`src/rtl/mult_unit_pkg.sv`:
```
// Shared encodings for the iterative hi/lo multiplier: instruction ops,
// register-file write codes and controller states.
package mult_unit_pkg;

    typedef enum logic [1:0] {
        OP_MULT  = 2'd0,
        OP_MULTU = 2'd1,
        OP_MADD  = 2'd2,
        OP_MADDU = 2'd3
    } op_e;

    // Must stay aligned with the register file's hi/lo write decode.
    typedef enum logic [1:0] {
        MUL_NONE = 2'd0,
        MUL_LOAD = 2'd1,
        MUL_ACC  = 2'd2
    } mul_e;

    typedef enum logic [1:0] {
        IDLE = 2'd0,
        CALC = 2'd1,
        DONE = 2'd2
    } state_e;

    // op[0] clear selects the signed variants (MULT, MADD).
    function automatic logic op_is_signed(input logic [1:0] op);
        return ~op[0];
    endfunction

endpackage

```
`src/rtl/mult_datapath.sv`:
```
// Magnitude/sign capture, radix-2 shift-add accumulator and final sign
// restore for the hi/lo multiplier.
module mult_datapath #(
    parameter int WIDTH = 32
) (
    input  logic             clk,
    input  logic             rst_n,
    input  logic             load,
    input  logic             step,
    input  logic             finish,
    input  logic             is_signed,
    input  logic [WIDTH-1:0] operand_a,
    input  logic [WIDTH-1:0] operand_b,
    output logic [WIDTH-1:0] write_data_1,
    output logic [WIDTH-1:0] write_data_2
);

    logic [WIDTH-1:0]   mcand;
    logic [WIDTH-1:0]   mplier;
    logic [WIDTH-1:0]   mag_a;
    logic [WIDTH-1:0]   mag_b;
    logic [WIDTH-1:0]   addend;
    logic [WIDTH:0]     sum;
    logic [2*WIDTH-1:0] acc;
    logic [2*WIDTH-1:0] acc_step;
    logic [2*WIDTH-1:0] result;
    logic               neg_flag;

    // Negating 0x80000000 yields 0x80000000, which read unsigned is 2^31.
    always_comb begin
        mag_a    = (is_signed && operand_a[WIDTH-1]) ? -operand_a : operand_a;
        mag_b    = (is_signed && operand_b[WIDTH-1]) ? -operand_b : operand_b;
        addend   = mplier[0] ? mcand : '0;
        sum      = {1'b0, acc[2*WIDTH-1:WIDTH]} + {1'b0, addend};
        acc_step = (2*WIDTH)'({sum, acc[WIDTH-1:0]} >> 1);
        result   = neg_flag ? -acc_step : acc_step;
    end

    always_ff @(posedge clk or negedge rst_n) begin
        if (!rst_n) begin
            mcand        <= '0;
            mplier       <= '0;
            acc          <= '0;
            neg_flag     <= 1'b0;
            write_data_1 <= '0;
            write_data_2 <= '0;
        end else begin
            if (load) begin
                mcand    <= mag_a;
                mplier   <= mag_b;
                neg_flag <= is_signed & (operand_a[WIDTH-1] ^ operand_b[WIDTH-1]);
                acc      <= '0;
            end else if (step) begin
                acc    <= acc_step;
                mplier <= mplier >> 1;
            end
            // Result registers only move on the last iteration, so they hold
            // the previous beat for the whole of the next operation.
            if (finish) begin
                {write_data_2, write_data_1} <= result;
            end
        end
    end

endmodule

```
`src/rtl/mult_unit.sv`:
```
// Iterative MULT/MULTU/MADD/MADDU unit: fixed-latency controller feeding a
// one-cycle hi/lo write beat to the register file.
//
// state | meaning
// IDLE  | waiting for start; operands latched on the accepting edge
// CALC  | one multiplier bit per edge, WIDTH edges
// DONE  | single result beat: done/write_enable high, mul valid
module mult_unit #(
    parameter int WIDTH = 32,
    parameter int CNT_W = 6
) (
    input  logic             clk,
    input  logic             rst_n,
    input  logic             start,
    input  logic [1:0]       op,
    input  logic [WIDTH-1:0] operand_a,
    input  logic [WIDTH-1:0] operand_b,
    output logic             busy,
    output logic             done,
    output logic             write_enable,
    output logic [1:0]       mul,
    output logic [WIDTH-1:0] write_data_1,
    output logic [WIDTH-1:0] write_data_2
);
    import mult_unit_pkg::*;

    localparam logic [CNT_W-1:0] CNT_LAST = CNT_W'(WIDTH - 1);

    state_e           state;
    state_e           state_nxt;
    logic [CNT_W-1:0] cnt;
    logic             acc_flag;
    logic             load;
    logic             step;
    logic             finish;

    assign load   = (state == IDLE) && start;
    assign step   = (state == CALC);
    assign finish = step && (cnt == CNT_LAST);

    always_ff @(posedge clk or negedge rst_n) begin
        if (!rst_n) begin
            state    <= IDLE;
            cnt      <= '0;
            acc_flag <= 1'b0;
        end else begin
            state <= state_nxt;
            if (load) begin
                cnt      <= '0;
                acc_flag <= op[1];
            end else if (step) begin
                cnt <= cnt + 1'b1;
            end
        end
    end

    always_comb begin
        state_nxt    = state;
        busy         = 1'b0;
        done         = 1'b0;
        write_enable = 1'b0;
        mul          = MUL_NONE;
        case (state)
            IDLE: begin
                if (start) state_nxt = CALC;
            end
            CALC: begin
                busy = 1'b1;
                if (finish) state_nxt = DONE;
            end
            DONE: begin
                busy         = 1'b1;
                done         = 1'b1;
                write_enable = 1'b1;
                mul          = acc_flag ? MUL_ACC : MUL_LOAD;
                state_nxt    = IDLE;
            end
            default: state_nxt = IDLE;
        endcase
    end

    mult_datapath #(
        .WIDTH (WIDTH)
    ) u_datapath (
        .clk          (clk),
        .rst_n        (rst_n),
        .load         (load),
        .step         (step),
        .finish       (finish),
        .is_signed    (op_is_signed(op)),
        .operand_a    (operand_a),
        .operand_b    (operand_b),
        .write_data_1 (write_data_1),
        .write_data_2 (write_data_2)
    );

endmodule

```
`config.mk`:
```
export PLATFORM = sky130hd
export DESIGN_NAME = mult_unit
export DESIGN_NICKNAME = d
export VERILOG_FILES = /design/src/rtl/mult_unit_pkg.sv /design/src/rtl/mult_datapath.sv /design/src/rtl/mult_unit.sv
export SDC_FILE = /design/constraint.sdc
export NUM_CORES = 1
export LEC_CHECK = 0
export CORE_ASPECT_RATIO = 0.7
export CORE_MARGIN = 4
export CORE_UTILIZATION = 60
export CTS_BUF_LIST = sky130_fd_sc_hd__clkbuf_8
export DETAILED_ROUTE_END_ITERATION = 12
export PLACE_DENSITY = 0.84
export SLEW_MARGIN = 20
export SYNTH_ARGS = -nofsm -noshare
export SYNTH_HDL_FRONTEND = slang
export SYNTH_SLANG_ARGS = --single-unit
```
`constraint.sdc`:
```
create_clock -name clk -period 13.3 [get_ports clk]
set_input_delay 3.99 -clock clk [delete_from_list [all_inputs] [get_ports clk]]
set_output_delay 3.99 -clock clk [all_outputs]
set_load 0.01 [all_outputs]
```
; Word level (Yosys, flattened, before mapping)
; Index checks and enable logic that the tools add are counted.
[classes]
n_addsub = 5
eq_ne = 5
muxes = 17
bitwise = 3
reduce_logical = 8
[op_table]
columns = cell, count
row1 = 64-bit 2-to-1 mux, 3
row2 = 32-bit 2-to-1 mux, 5
row3 = 32-bit negation, 2
row4 = 64-bit negation, 1
row5 = 32-bit by 32-bit adder with 33-bit output, 1
row6 = 6-bit 2-to-1 mux, 2
row7 = 2-bit 2-to-1 mux, 4
row8 = 6-bit by 1-bit adder with 6-bit output (second input constant), 1
row9 = 6-bit by 5-bit equality test with 1-bit output (second input constant), 1
row10 = 1-bit logical AND, 4
row11 = 2-bit case mux with 2 select lines, 1
row12 = 2-bit by 1-bit equality test with 1-bit output (second input constant), 1
row13 = 2-bit equality test (second input constant), 1
row14 = 2-bit zero test, 1
row15 = 1-bit 2-to-1 mux, 2
row16 = 2-bit by 1-bit != test with 1-bit output (second input constant), 1
row17 = 2-bit != test (second input constant), 1
row18 = 2-bit AND reduction, 1
row19 = 2-bit nonzero test, 1
row20 = 2-bit OR reduction, 1
row21 = 1-bit AND, 1
row22 = 1-bit NOT, 1
row23 = 1-bit bitwise XOR, 1
[word_totals]
register_bits = 202
inputBits = 69
out_inout_bits = 69
elab_cells = 47

; Logic depth before layout (Yosys ltp)
[depth]
ltp_word = 4
mapped_depth = 15
depth_no_buf = 14

; By module
; Synthesis repeated with hierarchy kept, for this count alone.
[hier_totals]
hier_cells = 1505
hier_area_um2 = 13205.2
[modules_own_cells]
columns = mod, instances, cells_per_inst, area_each_um2, seq_area_each_um2
row1 = mult_datapath, 1, 1451, 12675.9, 4804.6
row2 = mult_unit, 1, 54, 529.3, 225.2

; Least setup slack after synthesis
; OpenSTA, ideal clock, no wires.
[synth_path]
path_kind = in2reg
start = in operand_b[8]
end = reg u_datapath.mplier[28]
setup_ns = 0.134
arrival_ns = 6.440
t_required_ns = 13.166
setup_slack_ns = 6.726
path_stages = 10
n_path_buf = 0
path_cell_list = or4_1 or3_1 or3_1 nor4_1 nand2_1 nor4_1 a21oi_1 xor2_1 nand2_1 o21ai_0
[synth_between]
elab_chain_len = 3
[synth_rtl]
columns = element, line
row1 = start: declaration, mult_unit.sv:17  ; input logic [WIDTH-1:0] operand_b,
row2 = 32-bit negation, mult_datapath.sv:32  ; mag_b = (is_signed && operand_b[WIDTH-1]) ? -operand_b : operand_b;
row3 = 32-bit 2-to-1 mux, mult_datapath.sv:32
row4 = 32-bit 2-to-1 mux, mult_datapath.sv:48  ; if (load) begin
row5 = end signal: assignment, mult_datapath.sv:50  ; mplier <= mag_b;
row6 = end signal: assignment, mult_datapath.sv:55  ; mplier <= mplier >> 1;
row7 = end: declaration, mult_datapath.sv:19  ; logic [WIDTH-1:0] mplier;
; Every way passes these cells.
; A chain may end at the register's enable or synchronous reset.

; Worst setup path after layout
[layout_path]
start = in operand_b[8]
end = reg u_datapath.mplier[30]
; The elaborated chain is that of the path after synthesis.

==> flow_results.xml <==
<?xml version="1.0" encoding="UTF-8"?>
<metrics>
  <group name="synth">
    <metric name="ys_warn_count" unit="">0</metric>
    <metric name="avgSynthCellArea" unit="sq um">8.88</metric>
    <metric name="synth_simple_gate_area_frac" unit="">0.187</metric>
    <metric name="synth_nets" unit="">1529</metric>
    <metric name="synthXorXnorAreaFrac" unit="">0.101</metric>
    <metric name="synth_compound_gate_area_share" unit="">0.166</metric>
    <metric name="largest_family_of_logic_cells_by_synthesized_area" unit="">simple AND/OR/NAND/NOR gates</metric>
    <metric name="post_synth_mux_area_share" unit="">0.0723</metric>
    <metric name="seq_area_frac_synth" unit="">0.399</metric>
    <metric name="synth-async-reset-ratio" unit="">1.00</metric>
    <metric name="ys.flop_type" unit="">dfrtp_1</metric>
    <metric name="synth_enable_flop_cells" unit="">0</metric>
    <metric name="synth_seq_cells" unit="">201</metric>
    <metric name="post_synth_fa_ha_maj_area_fraction" unit="">0.0413</metric>
    <metric name="syn-instance-count" unit="">1419</metric>
    <metric name="synth_area" unit="sq um">12600</metric>
    <metric name="synth.distinct_cells" unit="">75</metric>
  </group>
  <group name="worst_setup_path">
    <metric name="number_of_gates_on_the_worst_path_with_buffers_counted" unit="">11</metric>
    <metric name="cpMaxStageDelayCell" unit="">or4_1</metric>
    <metric name="buf_inv_on_cp" unit="">1</metric>
    <metric name="arr_time_crit_path" unit="ns">7.45</metric>
    <metric name="setup.worst_path.class" unit="">input pin to flop</metric>
    <metric name="worstRegToRegCells" unit="">14</metric>
    <metric name="cp_slowest_stage_delay" unit="ns">0.59</metric>
    <metric name="crit_path_start" unit="">operand_b[8]</metric>
    <metric name="worstPathRequired" unit="ns">13.66</metric>
    <metric name="path_delay_family" unit="">simple AND/OR/NAND/NOR gates</metric>
    <metric name="critPathCaptureType" unit="">flop</metric>
    <metric name="crit-reg2reg-launch" unit="">u_datapath.mplier[0]$_DFFE_PN0P_</metric>
    <metric name="path_max_fanout" unit="">4</metric>
    <metric name="worstSetupStartpointType" unit="">input pin</metric>
    <metric name="worstPathCellList" unit="">clkdlybuf4s50_1, or4_1, or3_1, or3_1, nor4_1, nand2_1, nor4_1, a21oi_1, xnor2_1, nand2_1, o21ai_0</metric>
  </group>
  <group name="layout">
    <metric name="antenna_cells_inserted" unit="">0</metric>
    <metric name="finish.net_count" unit="">1630</metric>
    <metric name="drive_gt1_frac" unit="">0.0590</metric>
    <metric name="fillerInstances" unit="">1634</metric>
    <metric name="synthToLayoutAreaGrowth" unit="%">16.9</metric>
  </group>
  <group name="run_status">
    <metric name="run_status" unit="">completed</metric>
  </group>
  <group name="pwr">
    <metric name="powerDensity" unit="nW/um^2">179</metric>
    <metric name="static-leakage-power" unit="nW">6.57</metric>
    <metric name="vdd.ir_drop.worst" unit="V">0.0000917</metric>
  </group>
  <group name="hold_path">
    <metric name="hold_start" unit="">u_datapath.mcand[19]$_DFFE_PN0P_</metric>
    <metric name="worst_hold_path_type" unit="">flop to flop</metric>
    <metric name="whs_path_depth" unit="">2</metric>
  </group>
  <group name="floorplan">
    <metric name="design.core.area" unit="sq um">20700</metric>
    <metric name="die_w" unit="um">181</metric>
    <metric name="placementRows" unit="">44</metric>
    <metric name="num_io_pins" unit="">138</metric>
    <metric name="start_util" unit="">0.608</metric>
    <metric name="floorplan.die.height" unit="um">129</metric>
    <metric name="floorplan.die_area" unit="sq um">23400</metric>
  </group>
  <group name="sta">
    <metric name="final_period_minus_worst_setup_slack" unit="ns">7.09</metric>
    <metric name="timing_worst_slew_pin_value" unit="ns">1.11</metric>
    <metric name="setup-violations-final" unit="">0</metric>
    <metric name="final_max_slew_viol_count" unit="">0</metric>
    <metric name="setup_tns" unit="ns">0</metric>
    <metric name="grt_setup_unrepaired" unit="">no</metric>
    <metric name="slew_headroom" unit="">0.259</metric>
    <metric name="timing.final.ws_setup" unit="ns">6.21</metric>
    <metric name="post_route_clock_skew" unit="ns">0.0236</metric>
    <metric name="period_share" unit="">0.533</metric>
    <metric name="timing.final.hold_violations" unit="">0</metric>
    <metric name="fmax" unit="GHz">0.141</metric>
  </group>
  <group name="cts">
    <metric name="cts_max_path_buffers" unit="">3</metric>
    <metric name="cts_tree" unit="">done</metric>
    <metric name="post_cts_resize_count" unit="">0</metric>
    <metric name="tritoncts.num_buffers" unit="">34</metric>
    <metric name="clk_pin_slew_worst_paths" unit="ns">0.06</metric>
    <metric name="source_to_sink_clock_delay_at_the_later_pin_of_the_worst_skew_pair" unit="ns">0.53</metric>
    <metric name="post_cts_hold_fix_bufs" unit="">0</metric>
    <metric name="h_tree_levels" unit="">2</metric>
    <metric name="root_buffer" unit="">clkbuf_8</metric>
    <metric name="clock_sinks" unit="">201</metric>
    <metric name="cts_setup_buffers" unit="">0</metric>
  </group>
  <group name="global_routing">
    <metric name="maximum_number_of_pins_on_one_net_before_global_route_repair" unit="">129</metric>
    <metric name="first_global_vias" unit="">9767</metric>
    <metric name="globalRouteTotalUtil" unit="">0.246</metric>
    <metric name="number_of_antenna_violations_at_the_first_check_in_global_routing" unit="">0</metric>
    <metric name="grt_first_pass_wirelength" unit="mm">48.4</metric>
    <metric name="grt.overflow.total" unit="">0</metric>
  </group>
  <group name="routing">
    <metric name="drtAntennaViolNets" unit="">0</metric>
    <metric name="drc_errors" unit="">0</metric>
    <metric name="detail_route.wirelength" unit="mm">29.8</metric>
    <metric name="dr.first_iter.drc_count" unit="">865</metric>
    <metric name="route.detailed.vias_per_inst" unit="">5.84</metric>
    <metric name="drt_pass1_iterations" unit="">5</metric>
    <metric name="num_vias" unit="">10631</metric>
    <metric name="post_drt_wl_per_cell" unit="um">16.4</metric>
  </group>
  <group name="place">
    <metric name="pre_cts_slack" unit="ns">5.70</metric>
    <metric name="buffer_ports.inserted" unit="">137</metric>
    <metric name="finalWeightedCongestion" unit="">0.928</metric>
    <metric name="hpwlAfterDp" unit="mm">21.7</metric>
  </group>
  <group name="run">
    <metric name="maxCapViolCount" unit="">0</metric>
  </group>
</metrics>
## cells in the mapped netlist, types with 20 or more instances
master	count	area [sq um]
a21oi_1	55	275
and2_1	41	257
clkbuf_1	54	203
dfrtp_1	201	5030
ha_1	40	500
inv_1	20	75.1
mux2i_1	91	911
nand2_1	197	739
nor2_1	131	492
nor3_1	23	115
o21ai_0	176	881
o31ai_1	33	248
xnor2_1	54	473
xor2_1	91	797
## power breakdown
| group | switching (W) | total, W | leakage, nW | internal [W] |
|---|---|---|---|---|
| sequential | 0.000118 | 0.000872 | 2.67 | 0.000754 |
| combinational | 0.000732 | 0.00121 | 3.52 | 0.000483 |
| clock | 0.000249 | 0.000553 | 0.380 | 0.000304 |
| total | 0.00110 | 0.00264 | 6.57 | 0.00154 |
## final timing paths
kind,end,slack (ns)
worst max-delay path,u_datapath.mplier[30]$_DFFE_PN0P_,6.21
max in group asynchronous,u_datapath.neg_flag$_DFFE_PN0P_,8.57
worst max register to register,u_datapath.write_data_2[29]$_DFFE_PN0P_,8.09
worst min register to register,u_datapath.mcand[19]$_DFFE_PN0P_,0.47
worst min-delay path,u_datapath.mcand[19]$_DFFE_PN0P_,0.47
min in group asynchronous,u_datapath.write_data_1[6]$_DFFE_PN0P_,3.42
## cell families after synthesis
family / after synthesis
and+or+nand+nor: 500
muxes: 91
AOI/OAI and AO/OA: 344
buffers and inverters: 97
DFF: 201
adders and majority gates: 41
xor gates and xnor gates: 145
## per-layer routing
layer  global-route usage  part of all wire  vias to the layer above
met5                    0                 0                        -
met4               0.0556             0.014                        0
met3               0.0426             0.080                       36
met2                0.352              0.41                      362
met1                0.391              0.50                     5041
li1                     -                 -                     5192
## sequential cells by signal, indices dropped and copies added, names as in the netlist
signal	count
u_datapath.acc	63
u_datapath.write_data_1	32
u_datapath.mcand	32
acc_flag	1
u_datapath.write_data_2	32
u_datapath.neg_flag	1
state	2
u_datapath.mplier	32
cnt	6
## worst min-delay path, cell delays in order (launching register included)
cell and delay [ns]:
dfrtp_1 0.34, nand2_1 0.04, o21ai_0 0.05
## through the flow
step	power (W)	hold WS [ns]	area, sq um	utilization	cells
floorplan	0.00179	0.442	12600	-	1419
global placement	0.00202	0.454	14000	0.678	1760
detailed placement	0.00207	0.463	14000	0.678	1760
CTS	0.00263	0.477	14700	0.711	1819
global route	0.00282	0.500	14700	0.711	1819
finish	0.00264	0.472	14700	0.711	1819
## final cells by class
cell class	count	area (sq um)	area share
timing repair buffer	142	1410	0.0959
inverter	20	75.1	0.00510
clock inverter	14	73.8	0.00501
sequential	201	5030	0.342
multi-input combinational	1121	7170	0.487
tap	276	345	0.0235
clock buffer	45	619	0.0421
## placed cells by master (no fill, tap or decap), types with 28 or more instances in the layout
cell type	count
xor2_1	91
nand2_1	196
o21ai_0	176
clkbuf_8	46
nor2_1	131
inv_1	28
a21oi_1	55
xnor2_1	54
dfrtp_1	200
ha_1	39
clkdlybuf4s50_1	136
o31ai_1	33
mux2i_1	91
and2_1	40
(Power assumes the default switching activity.)
==> RTL change 1 (config.mk and constraints unchanged) <==
`WIDTH` is set to 32 in 2 places; all go to 16.
--- a/src/rtl/mult_datapath.sv
+++ b/src/rtl/mult_datapath.sv
@@ -2,5 +2,5 @@
 // restore for the hi/lo multiplier.
 module mult_datapath #(
-    parameter int WIDTH = 32
+    parameter int WIDTH = 16
 ) (
     input  logic             clk,
--- a/src/rtl/mult_unit.sv
+++ b/src/rtl/mult_unit.sv
@@ -7,5 +7,5 @@
 // DONE  | single result beat: done/write_enable high, mul valid
 module mult_unit #(
-    parameter int WIDTH = 32,
+    parameter int WIDTH = 16,
     parameter int CNT_W = 6
 ) (
Interface: changed (resized operand_a, operand_b, write_data_1 and write_data_2); port bits go from 138 to 74. The function was not compared with the original's and may differ.
==> RTL change 1 against the unedited design <==
  * Sequential cell count is 96 lower
  * Routed wire length is 52% lower
  * Core utilization hardly changed
  * Combinational power is 41% lower
  * Area after synthesis is 49% lower
  * Worst setup slack better by 1200 ps
  * Power is 48% lower
  * Sequential power is 48% lower
  * Final area is 50% lower
  * Largest cell class unchanged
==> RTL change 1: results (changes against the unedited design) <==
{
  "drive_gt1_share": {"value": 5.05, "unit": "%", "change": "-0.85 points"},
  "critical_path_peak_fanout": {"value": 3, "change": "-1"},
  "largest_reg_flops": {"value": 31, "change": "-51%"},
  "synth_largest_type_area_fraction": {"value": 40.7, "unit": "%", "change": "+0.73 points"},
  "vias_per_cell": {"value": 5.76, "change": "-1.4%"},
  "global_route.usage.met1": {"value": 32.6, "unit": "%", "change": "-6.4 points"},
  "clock_latency": {"value": 380, "unit": "ps", "change": "-150 ps"},
  "final-clk-cell-share": {"value": 2.92, "unit": "%", "change": "-1.8 points"},
  "outcome": "completed",
  "yosys-top-cells-area": "sky130_fd_sc_hd__dfrtp_1, sky130_fd_sc_hd__mux2i_1, sky130_fd_sc_hd__xor2_1",
  "tightest_slew": {"value": 1030, "unit": "ps", "change": "-82.4 ps"},
  "detailroute.wirelength.met3": {"value": 733, "unit": "microns", "change": "-69%"},
  "clock_tree.buffer_depth": {"value": 2, "change": "-1"},
  "place.gp.congestion": {"value": 0.904, "change": "-2.6%"},
  "first_global_vias": {"value": 5056, "change": "-48%"},
  "nonClkBufAreaFrac": {"value": 10.2, "unit": "%", "change": "+0.63 points"},
  "multiInputGateArea": {"value": 0.00359, "unit": "sq mm", "change": "-50%"},
  "track_usage": {"value": 23.4, "unit": "%", "change": "-1.1 points"},
  "seq_area_share": {"value": 35.4, "unit": "%", "change": "+1.2 points"},
  "max-vdd-ir-drop": {"value": 0.0863, "unit": "mV", "change": "-5.9%"},
  "first_pass_grt_wire_length": {"value": 24.2, "unit": "mm", "change": "-50%"},
  "nFlopsAndLatches": {"value": 105, "change": "-48%"},
  "flop2flop_setup_slack": {"value": 9310, "unit": "ps", "change": "+1220 ps"},
  "leakage": {"value": 3.33, "unit": "nW", "change": "-49%"},
  "yosys.cell_types.count": {"value": 61, "change": "-19%"},
  "nNonClkInverters": {"value": 17, "change": "-15%"},
  "crit_path_start": "operand_a[0]",
  "final_net_count": {"value": 829, "change": "-49%"},
  "cts_htree_levels": {"value": 3, "change": "+1"},
  "cp_data_arrival_time": {"value": 6080, "unit": "ps", "change": "-1370 ps"},
  "synth.yosys.seq_area_share": {"value": 40.7, "unit": "%", "change": "+0.73 points"},
  "num-clock-buffers": {"value": 10, "change": "-78%"},
  "r2r_end": "u_datapath.write_data_2[10]$_DFFE_PN0P_",
  "launch_point_of_the_worst_hold_path": "u_datapath.mcand[12]$_DFFE_PN0P_",
  "routed_wire_length_per_instance": {"value": 15.7, "unit": "microns", "change": "-3.8%"},
  "netlist_top_cells_count": "sky130_fd_sc_hd__dfrtp_1, sky130_fd_sc_hd__nand2_1, sky130_fd_sc_hd__nor2_1, sky130_fd_sc_hd__o21ai_0, sky130_fd_sc_hd__xor2_1",
  "global_route.usage.met2": {"value": 38.1, "unit": "%", "change": "+3.0 points"},
  "met2_length": {"value": 6.43, "unit": "mm", "change": "-47%"},
  "fillerInstances": {"value": 799, "change": "-51%"},
  "clkTransAtPathRegs": {"value": 100, "unit": "ps", "change": "+40 ps"},
  "first_iter_violations": {"value": 355, "change": "-59%"}
}
-- RTL change 1: logic make-up after synthesis --
group	synth area share [%]
buf+inv	3.89
compound gates	16.2
simple gates	18.2
fa+ha+maj	4.96
mux	6.82
flops	40.7
xor+xnor	9.33
-- RTL change 1: report_power, final --
part	internal, W	switching (W)	total (W)
sequential	0.000398	0.0000560	0.000454
combinational	0.000285	0.000425	0.000710
clock	0.0000952	0.000115	0.000210
-- RTL change 1: metrics by stage --
step	setup WS [ps]	util (%)	hold WS [ps]	instance area, sq um	cells
after floorplan	7800	-	442	6460	717
after global placement	7190	69.0	457	7200	888
after detailed placement	7040	69.0	462	7200	888
after CTS	7440	71.1	485	7420	904
after global routing	7230	71.1	510	7420	904
final	7430	71.1	482	7420	904
-- RTL change 1: tightest hold or removal path: cells and delay by family, from the launching register on --
| family | cells | cell delay, ps |
|---|---|---|
| flip-flops | 1 | 350 |
| AND/OR/NAND/NOR | 1 | 50 |
| AO/OA/AOI/OAI | 1 | 60 |
==> RTL change 2 (same settings) <==
Without the edit above. Put a register stage on the output `write_data_2`. The value now appears one clock later. The other outputs are not delayed to match.
--- a/src/rtl/mult_unit.sv
+++ b/src/rtl/mult_unit.sv
@@ -26,4 +26,6 @@
 
     localparam logic [CNT_W-1:0] CNT_LAST = CNT_W'(WIDTH - 1);
+
+    logic [WIDTH-1:0] write_data_2_d;
 
     state_e           state;
@@ -92,6 +94,10 @@
         .operand_b    (operand_b),
         .write_data_1 (write_data_1),
-        .write_data_2 (write_data_2)
+        .write_data_2 (write_data_2_d)
     );
+
+    always_ff @(posedge clk) begin
+        write_data_2 <= write_data_2_d;
+    end
 
 endmodule
Check against the original RTL: no difference found for any inputs over 10 cycles, from zero or initial values and one cycle with rst_n low; that may be too few to reach the edited logic, so the function may still have changed.
==> RTL change 2 against the unedited design <==
  * Largest power group unchanged
  * Non-clock buffer count is 2 higher
  * First-iteration DRC count down 8.4%
  * Register-to-register slack better by 520 ps
  * Power is 13% higher
  * Core utilization rose by 1.1 points
  * Sequential cell count grew 32
  * Via count up 6.6%
  * Worst hold slack worse by 110 ps
  * Area after synthesis grew 8.5%
  * Worst setup slack better by 500 ps
  * Routed wire length is 12% higher
  * Final area rose by 8.0%
==> RTL change 2: results (changes against the unedited design) <==
{
  "outcome": "completed",
  "clock_latency": {"value": 550, "unit": "ps", "change": "+20 ps"},
  "flop2flop_setup_slack": {"value": 8610, "unit": "ps", "change": "+520 ps"},
  "power.clock.total": {"value": 0.000604, "unit": "W", "change": "+9.2%"},
  "global_routing_usage_on_met3": {"value": 6.61, "unit": "%", "change": "+2.3 points"},
  "detail_route.first_pass.iterations": {"value": 6, "change": "+1"},
  "track_usage": {"value": 25.9, "unit": "%", "change": "+1.3 points"},
  "leakage": {"value": 7.01, "unit": "nW", "change": "+6.7%"},
  "drive_gt1_share": {"value": 6.02, "unit": "%", "change": "+0.12 points"},
  "drt_wl_total": {"value": 33.4, "unit": "mm", "change": "+12%"},
  "max-vdd-ir-drop": {"value": 0.134, "unit": "mV", "change": "+46%"},
  "ff2ff_path_depth": {"value": 12, "change": "-2"},
  "detailroute.wirelength.met3": {"value": 3.19, "unit": "mm", "change": "+35%"},
  "yosys-top-cells-area": "sky130_fd_sc_hd__dfrtp_1, sky130_fd_sc_hd__mux2i_1, sky130_fd_sc_hd__o21ai_0",
  "synth.yosys.seq_area_share": {"value": 41.5, "unit": "%", "change": "+1.6 points"},
  "yosys.cell_types.count": {"value": 79, "change": "+5.3%"},
  "met2_length": {"value": 13.4, "unit": "mm", "change": "+10%"},
  "first_iter_violations": {"value": 792, "change": "-8.4%"},
  "relative_slew_slack": {"value": 32.2, "unit": "%", "change": "+6.3 points"},
  "place.gp.congestion": {"value": 0.941, "change": "+1.4%"},
  "nonClkBufAreaFrac": {"value": 8.98, "unit": "%", "change": "-0.61 points"},
  "global_route.usage.met1": {"value": 40.7, "unit": "%", "change": "+1.6 points"},
  "synthesis.nets": {"value": 1630, "change": "+6.6%"},
  "hold-path-endpoint": "write_data_2[19]$_DFF_P_",
  "r2r_end": "u_datapath.write_data_2[22]$_DFFE_PN0P_",
  "final_net_count": {"value": 1734, "change": "+6.4%"},
  "final-clk-cell-share": {"value": 4.52, "unit": "%", "change": "-0.19 points"}
}
[RTL change 2: changes by cell type in the layout (fill, tap and decap cells not counted), moves of 8 or more]
| cell | unedited run | this run |
|---|---|---|
| sky130_fd_sc_hd__dfxtp_1 | 0 | 32 |
| sky130_fd_sc_hd__o21ai_0 | 176 | 146 |
| sky130_fd_sc_hd__o21ai_1 | 1 | 26 |
| sky130_fd_sc_hd__xor2_1 | 91 | 77 |
| sky130_fd_sc_hd__a21oi_1 | 55 | 67 |
| sky130_fd_sc_hd__a211oi_1 | 6 | 17 |
| sky130_fd_sc_hd__inv_1 | 28 | 38 |
| sky130_fd_sc_hd__nor2b_1 | 6 | 15 |
| sky130_fd_sc_hd__mux2i_1 | 91 | 83 |
| sky130_fd_sc_hd__xnor2_1 | 54 | 62 |
[RTL change 2: cells by family after synthesis]
| family | after synthesis | share of synthesized area, % |
|---|---|---|
| and+or+nand+nor | 538 | 19.2 |
| AOI/OAI and AO/OA | 376 | 17.2 |
| DFF | 233 | 41.5 |
| xor gates and xnor gates | 140 | 9.03 |
| buffers and inverters | 107 | 3.06 |
| muxes | 85 | 6.25 |
| adders and majority gates | 41 | 3.81 |
[RTL change 2: stage by stage]
stage | hold slack [ps] | instances | worst slack (ps) | total power (W) | area [sq um]
CTS | 364 | 1950 | 6750 | 0.00298 | 15900
floorplan | 342 | 1520 | 7120 | 0.00201 | 13700
detailed placement | 353 | 1890 | 6250 | 0.00237 | 15200
global route | 372 | 1950 | 6580 | 0.00319 | 15900
finish | 362 | 1950 | 6710 | 0.00299 | 15900
global placement | 351 | 1890 | 6410 | 0.00232 | 15200
[RTL change 2: worst max path at each step]
stage                 startpoint                          endpoint  slack, ps  depth (start not counted)
floorplan           operand_a[8]  u_datapath.mcand[29]$_DFFE_PN0P_       7120                          8
global placement    operand_a[8]  u_datapath.mcand[29]$_DFFE_PN0P_       6410                          9
detailed placement  operand_a[8]  u_datapath.mcand[29]$_DFFE_PN0P_       6250                          9
CTS                 operand_a[8]  u_datapath.mcand[29]$_DFFE_PN0P_       6750                          9
global route        operand_a[8]  u_datapath.mcand[29]$_DFFE_PN0P_       6580                          9
finish              operand_a[8]  u_datapath.mcand[29]$_DFFE_PN0P_       6710                          9
[RTL change 2: critical path: stages]
cell,delay (ps)
sky130_fd_sc_hd__clkdlybuf4s50_1,450
sky130_fd_sc_hd__or4_1,570
sky130_fd_sc_hd__or3_1,410
sky130_fd_sc_hd__nor3b_1,530
sky130_fd_sc_hd__nand3_1,250
sky130_fd_sc_hd__nor3_1,300
sky130_fd_sc_hd__a21oi_1,150
sky130_fd_sc_hd__xnor2_1,230
sky130_fd_sc_hd__o21ai_0,100
